## config.mk

```make
export PLATFORM = sky130hd
export DESIGN_NAME = step_counter
export DESIGN_NICKNAME = d
export VERILOG_FILES = /design/src/rtl/step_counter.sv
export SDC_FILE = /design/constraint.sdc
export NUM_CORES = 1
export LEC_CHECK = 0
export ABC_CLOCK_PERIOD_IN_PS = 2650
export CORE_UTILIZATION = 35
export DETAILED_ROUTE_END_ITERATION = 6
export MAX_ROUTING_LAYER = met4
export PLACE_DENSITY = 0.57
export SETUP_SLACK_MARGIN = 0.02
export SYNTH_ARGS = -nofsm -noshare
export SYNTH_HDL_FRONTEND = slang
export SYNTH_SLANG_ARGS = --single-unit
```

## constraint.sdc

```tcl
create_clock -name clk -period 2.65 [get_ports clk]
set_clock_uncertainty 0.05 [all_clocks]
set_input_delay 0.265 -clock clk [delete_from_list [all_inputs] [get_ports clk]]
set_output_delay 0.265 -clock clk [all_outputs]
set_load 0.005 [all_outputs]
```

## src/rtl/step_counter.sv

```systemverilog
// Timestep / refractory counter: up/down, programmable limit, wrap or saturate,
// synchronous init/load, enable prescaler and terminal-event status.
module step_counter #(
    parameter int                WIDTH   = 8,
    parameter logic [WIDTH-1:0]  INIT    = {WIDTH{1'b0}},
    parameter int                PRESC_W = 4
) (
    input  logic               clk,
    input  logic               rst_n,
    input  logic               init,
    input  logic               load,
    input  logic [WIDTH-1:0]   load_val,
    input  logic               en,
    input  logic               dir,
    input  logic               sat,
    input  logic [WIDTH-1:0]   limit,
    input  logic [PRESC_W-1:0] presc,
    input  logic               clr_ovf,
    output logic [WIDTH-1:0]   out,
    output logic               tc,
    output logic               wrap_p,
    output logic               ovf
);

    logic [WIDTH-1:0]   out_r;
    logic [PRESC_W-1:0] pc_r;
    logic               wrap_r;
    logic               ovf_r;

    logic [WIDTH-1:0]   out_nxt_s;
    logic [PRESC_W-1:0] pc_nxt_s;
    logic               step_s;
    logic               event_s;
    logic               ovf_nxt_s;

    // Prescaler: init > load > en; '>=' keeps a lowered presc from stalling.
    always_comb begin
        pc_nxt_s = pc_r;
        step_s   = 1'b0;
        if (init || load) begin
            pc_nxt_s = {PRESC_W{1'b0}};
        end else if (en) begin
            if (pc_r >= presc) begin
                pc_nxt_s = {PRESC_W{1'b0}};
                step_s   = 1'b1;
            end else begin
                pc_nxt_s = pc_r + {{(PRESC_W-1){1'b0}}, 1'b1};
            end
        end else begin
            pc_nxt_s = pc_r;
        end
    end

    // Counter next value and terminal-event detection.
    always_comb begin
        out_nxt_s = out_r;
        event_s   = 1'b0;
        if (init) begin
            out_nxt_s = INIT;
        end else if (load) begin
            out_nxt_s = load_val;
        end else if (step_s) begin
            if (dir) begin
                if (out_r < limit) begin
                    out_nxt_s = out_r + {{(WIDTH-1){1'b0}}, 1'b1};
                end else begin
                    event_s   = 1'b1;
                    out_nxt_s = sat ? limit : {WIDTH{1'b0}};
                end
            end else begin
                if (out_r != {WIDTH{1'b0}}) begin
                    out_nxt_s = out_r - {{(WIDTH-1){1'b0}}, 1'b1};
                end else begin
                    event_s   = 1'b1;
                    out_nxt_s = sat ? {WIDTH{1'b0}} : limit;
                end
            end
        end else begin
            out_nxt_s = out_r;
        end
    end

    // Sticky overflow: init clears, a terminal event beats clr_ovf.
    always_comb begin
        ovf_nxt_s = ovf_r;
        if (init) begin
            ovf_nxt_s = 1'b0;
        end else if (event_s) begin
            ovf_nxt_s = 1'b1;
        end else if (clr_ovf) begin
            ovf_nxt_s = 1'b0;
        end else begin
            ovf_nxt_s = ovf_r;
        end
    end

    // State registers.
    always_ff @(posedge clk or negedge rst_n) begin
        if (!rst_n) begin
            out_r  <= {WIDTH{1'b0}};
            pc_r   <= {PRESC_W{1'b0}};
            wrap_r <= 1'b0;
            ovf_r  <= 1'b0;
        end else begin
            out_r  <= out_nxt_s;
            pc_r   <= pc_nxt_s;
            wrap_r <= event_s;
            ovf_r  <= ovf_nxt_s;
        end
    end

    assign out    = out_r;
    assign wrap_p = wrap_r;
    assign ovf    = ovf_r;
    assign tc     = dir ? (out_r >= limit) : (out_r == {WIDTH{1'b0}});

endmodule

```

==> results of run 1 <==
-- layout make-up --
type                       count  area (um^2)
tap                           52         65.1
fill                         434         2040
clock buffer                   4         55.1
timing repair buffer          73          644
inverter                      19         71.3
sequential                    14          350
multi-input combinational    157         1120
-- state kept, by name (all words and copies together), names as in the netlist --
register	flops
pc_r	4
out	8
ovf	1
wrap_p	1
-- power groups by stage --
stage / logic, W / registers, W / clock network, W
floorplan: 0.000164 / 0.000241 / 0
global route: 0.000376 / 0.000235 / 0.000228
detailed placement: 0.000332 / 0.000238 / 0
CTS: 0.000334 / 0.000234 / 0.000216
finish: 0.000340 / 0.000234 / 0.000208
global placement: 0.000333 / 0.000238 / 0
-- metal layers --
layer  vias up  wire length [um]  GRT usage, %
met5         -                 0             -
li1        886                 -             -
met2        65              2250          34.5
met1       823              2430          31.2
met3         8               285          3.80
met4         0                66          4.99
-- cells in the mapped netlist (2+ instances only) --
| cell type | number |
|---|---|
| sky130_fd_sc_hd__a2111oi_0 | 3 |
| sky130_fd_sc_hd__nand2_1 | 10 |
| sky130_fd_sc_hd__o31ai_1 | 4 |
| sky130_fd_sc_hd__o21ai_0 | 7 |
| sky130_fd_sc_hd__a211oi_1 | 6 |
| sky130_fd_sc_hd__xor2_1 | 6 |
| sky130_fd_sc_hd__or4_1 | 2 |
| sky130_fd_sc_hd__a31oi_1 | 2 |
| sky130_fd_sc_hd__a21oi_1 | 17 |
| sky130_fd_sc_hd__o21a_1 | 3 |
| sky130_fd_sc_hd__dfrtp_1 | 14 |
| sky130_fd_sc_hd__a221oi_1 | 7 |
| sky130_fd_sc_hd__nor2_1 | 12 |
| sky130_fd_sc_hd__inv_1 | 18 |
| sky130_fd_sc_hd__nor2b_1 | 5 |
| sky130_fd_sc_hd__xnor2_1 | 5 |
| sky130_fd_sc_hd__and3_1 | 3 |
| sky130_fd_sc_hd__a211o_1 | 2 |
| sky130_fd_sc_hd__nand2b_1 | 3 |
| sky130_fd_sc_hd__or3_1 | 2 |
| sky130_fd_sc_hd__nor3_1 | 5 |
| sky130_fd_sc_hd__o211ai_1 | 4 |
| sky130_fd_sc_hd__nand4_1 | 3 |
| sky130_fd_sc_hd__clkbuf_1 | 10 |
| sky130_fd_sc_hd__a21o_1 | 2 |
| sky130_fd_sc_hd__nor4_1 | 2 |
| sky130_fd_sc_hd__ha_1 | 16 |
| sky130_fd_sc_hd__nand3_1 | 10 |
-- worst reg2reg max path, cell delays in order (launching register included) --
cell                       delay [ns]
sky130_fd_sc_hd__dfrtp_1         0.37
sky130_fd_sc_hd__buf_4           0.17
sky130_fd_sc_hd__ha_1            0.28
sky130_fd_sc_hd__nor2b_1         0.13
sky130_fd_sc_hd__o21bai_1        0.16
sky130_fd_sc_hd__a21o_1          0.18
sky130_fd_sc_hd__a21oi_2         0.08
sky130_fd_sc_hd__buf_4           0.15
sky130_fd_sc_hd__or4_4           0.50
sky130_fd_sc_hd__a311oi_2        0.29
-- cells in the final DEF, fill, tap and decap left out, types with 3 or more instances in the layout --
cell type,Yosys,final
sky130_fd_sc_hd__a211oi_1,6,6
sky130_fd_sc_hd__a21oi_1,17,16
sky130_fd_sc_hd__a221oi_1,7,7
sky130_fd_sc_hd__and3_1,3,3
sky130_fd_sc_hd__buf_4,0,35
sky130_fd_sc_hd__clkbuf_8,0,4
sky130_fd_sc_hd__clkdlybuf4s50_1,0,36
sky130_fd_sc_hd__dfrtp_1,14,14
sky130_fd_sc_hd__ha_1,16,16
sky130_fd_sc_hd__inv_1,18,18
sky130_fd_sc_hd__nand2_1,10,10
sky130_fd_sc_hd__nand2b_1,3,3
sky130_fd_sc_hd__nand3_1,10,10
sky130_fd_sc_hd__nand4_1,3,3
sky130_fd_sc_hd__nor2_1,12,10
sky130_fd_sc_hd__nor2_2,1,3
sky130_fd_sc_hd__nor2b_1,5,5
sky130_fd_sc_hd__nor3_1,5,5
sky130_fd_sc_hd__o211ai_1,4,4
sky130_fd_sc_hd__o21a_1,3,3
sky130_fd_sc_hd__o21ai_0,7,7
sky130_fd_sc_hd__o31ai_1,4,4
sky130_fd_sc_hd__xnor2_1,5,5
sky130_fd_sc_hd__xor2_1,6,6
-- worst paths after layout --
path	from	endpoint	slack, ns	depth (start not counted)
max in group asynchronous	rst_n	out[2]$_DFFE_PN0P_	1.75	1
setup reg to reg	out[1]$_DFFE_PN0P_	out[0]$_DFFE_PN0P_	0.18	9
hold / removal	rst_n	out[7]$_DFFE_PN0P_	0.37	1
hold reg to reg	pc_r[3]$_DFFE_PN0P_	pc_r[3]$_DFFE_PN0P_	0.49	2
min in group clk	limit[1]	out[1]$_DFFE_PN0P_	0.43	3
setup / recovery	out[1]$_DFFE_PN0P_	tc	0.14	8
-- cell families (layout without fill, tap and decap cells) --
family          Yosys count  after routing
flops                    14             14
compound gates           65             65
simple gates             65             65
buf+inv                  31             96
fa+ha+maj                16             16
xor+xnor                 11             11
-- what timing repair did --
item / CTS / global route
endpoints found under the setup margin: 1 / 5
resized for setup: 2 / 7
buffers inserted: 1 / 0
pin swaps: 1 / 3
-- per-stage QoR --
step	utilization (%)	hold WS [ns]	cells
floorplan	-	-0.0806	202
global placement	51.1	0.477	314
detailed placement	51.1	0.481	314
CTS	52.6	0.398	319
global route	53.0	0.439	319
finish	53.0	0.372	319
==> run_results.csv, run 1 <==
group,metric,value,unit
power_and_ir_drop,leakage_power,1.02,nW
logic_synthesis,synth.yosys.seq_area_share,22.2,%
routing,drc,0,
floorplan,die_area,4780,um^2
power_and_ir_drop,power_density,339,nW/um^2
timing,final-hold-violation-count,0,
timing,fin_crit,2.51,ns
layout,post_route_cells_drive_above_1_share,18.7,%
logic_synthesis,synth-edff-count,0,
routing,vias_per_cell,5.59,
worst_setup_path,path_buf_inv,2,
routing,initialDrtViolationCount,114,
power_and_ir_drop,totalPowerFinal,0.000782,W
power_and_ir_drop,power_frac_comb,43.5,%
clock_tree,clock_tree.htree_level_count,1,
worst_setup_path,crit_path_frequent_cell,"sky130_fd_sc_hd__nor2_2",
logic_synthesis,synth-warning-count,0,
timing,slew_of_the_pin_with_the_lowest_slew_margin,0.660,ns
timing,setup_viol,0,
global_route,overflow,0,
job,max-cap-violations,0,
timing,timing.max_slew.rel_slack,55.9,%
routing,final_antenna_net_count,0,
layout,areaGrowthSynthToFinish,46.4,%
floorplan,starting_utilization_of_the_core_area,36.2,%
power_and_ir_drop,power.internal,0.000528,W
layout,finish.instance_area,2310,um^2
floorplan,core,4350,um^2
clock_tree,max-clock-path-buffers,2,
worst_setup_path,slowest_delay,0.50,ns
placed_design,dpl_cell_area,2220,um^2
worst_setup_path,critical_path.max_fanout,5,
worst_setup_path,start_kind,"flip-flop",
clock_tree,clk-insertion-delay-late,0.25,ns
timing,final.period_utilization,94.5,%
clock_tree,postCtsHoldBufs,0,
routing,first_pass_iters,4,
power_and_ir_drop,max_vdd_drop,0.176,mV
global_route,global_route_wire_length_before_repair,8.40,mm
timing,final_critical_path_setup_slack,0.144,ns
logic_synthesis,synth_compound_area_share,28.8,%
placed_design,place_hpwl,4.05,mm
worst_setup_path,crit_path_top_delay_cell,"sky130_fd_sc_hd__or4b_4",
outcome,run_status,"complete, no violations",
timing,grt_setup_unrepaired,"no",
logic_synthesis,synth_seq_cells,14,
logic_synthesis,syn_area_per_cell,7.81,um^2
power_and_ir_drop,seq_power_share,29.9,%
logic_synthesis,synth_cells,202,
power_and_ir_drop,power.switching,0.000255,W
placed_design,pre_cts_ws,-0.134,ns
routing,vias,1782,
clock_tree,clock_tree_from_tritoncts,"built",
logic_synthesis,synth_adder_area_share,12.7,%
worst_setup_path,critical-path-top-delay-family,"simple AND/OR/NAND/NOR gates",
logic_synthesis,async_reset_ff_share,100,%
placed_design,placement.io_buffers,38,
worst_setup_path,crit_arrival,2.19,ns
timing,achievable-frequency,0.399,GHz
logic_synthesis,synth_top_family_by_area,"compound AO/OA/AOI/OAI gates",
worst_setup_path,worstPathCellList,"inv_1 > ha_1 > or4b_4 > or2_0 > nor2_2 > nor2_2 > o31ai_1 > dlygate4sd2_1",
global_route,grt_pass1_vias,1722,
clock_tree,ctsRootBufferMaster,"sky130_fd_sc_hd__clkbuf_8",
global_route,grt_start_max_net_pins,15,
placed_design,routabilityCongestion,0.868,
hold_path,worst_hold_path_type,"primary input to async pin",
power_and_ir_drop,clkPwrFrac,26.6,%
power_and_ir_drop,switching_share,32.5,%
clock_tree,clock_sinks,14,
clock_tree,clkSlewWorstSetupHoldPaths,0.06,ns
clock_tree,number_of_buffers_created_by_cts,3,
routing,routed_wirelength,5.03,mm
logic_synthesis,synth.area.top_cells,"sky130_fd_sc_hd__dfrtp_1 22%, sky130_fd_sc_hd__ha_1 13%, sky130_fd_sc_hd__a21oi_1 5.4%, sky130_fd_sc_hd__inv_1 4.3%, sky130_fd_sc_hd__a221oi_1 3.9%",
routing,routedWlPerCell,15.8,um
floorplan,die_height,69.1,um
logic_synthesis,synthDominantCellAreaShare,22.2,%
logic_synthesis,syn_nets,246,
layout,antenna_cells,0,
logic_synthesis,syn-cell-area,1580,um^2
worst_setup_path,timing_worst_setup_path_type,"flip-flop to output port",
floorplan,ios,39,
layout,num-nets-final,312,
logic_synthesis,yosys_most_used_dff,"sky130_fd_sc_hd__dfrtp_1",
global_route,grt_util_all_layers,22.6,%
worst_setup_path,endpoint_kind,"output port",
worst_setup_path,critPathRequiredTime,2.34,ns
global_route,initial_antenna_violation_count,0,
logic_synthesis,synth.area.mux_share,0,%
logic_synthesis,synth-xor-area-share,6.11,%
logic_synthesis,synth_top_cell_by_area,"sky130_fd_sc_hd__dfrtp_1",
floorplan,row_count,24,
floorplan,floorplan.die.width,69.1,um
timing,setup-tns-final,0,ns
logic_synthesis,synth_cell_types,47,
timing,drv_slew,0,
logic_synthesis,synthSimpleGateAreaFrac,22.3,%
(Power assumes the default switching activity.)
==> inputs of run 2 (changes only) <==
Settings changed: GPL_ROUTABILITY_DRIVEN set to 0.
==> results of run 2 <==
Same layout as run 1: the final DEF is identical, and so are final timing and power.
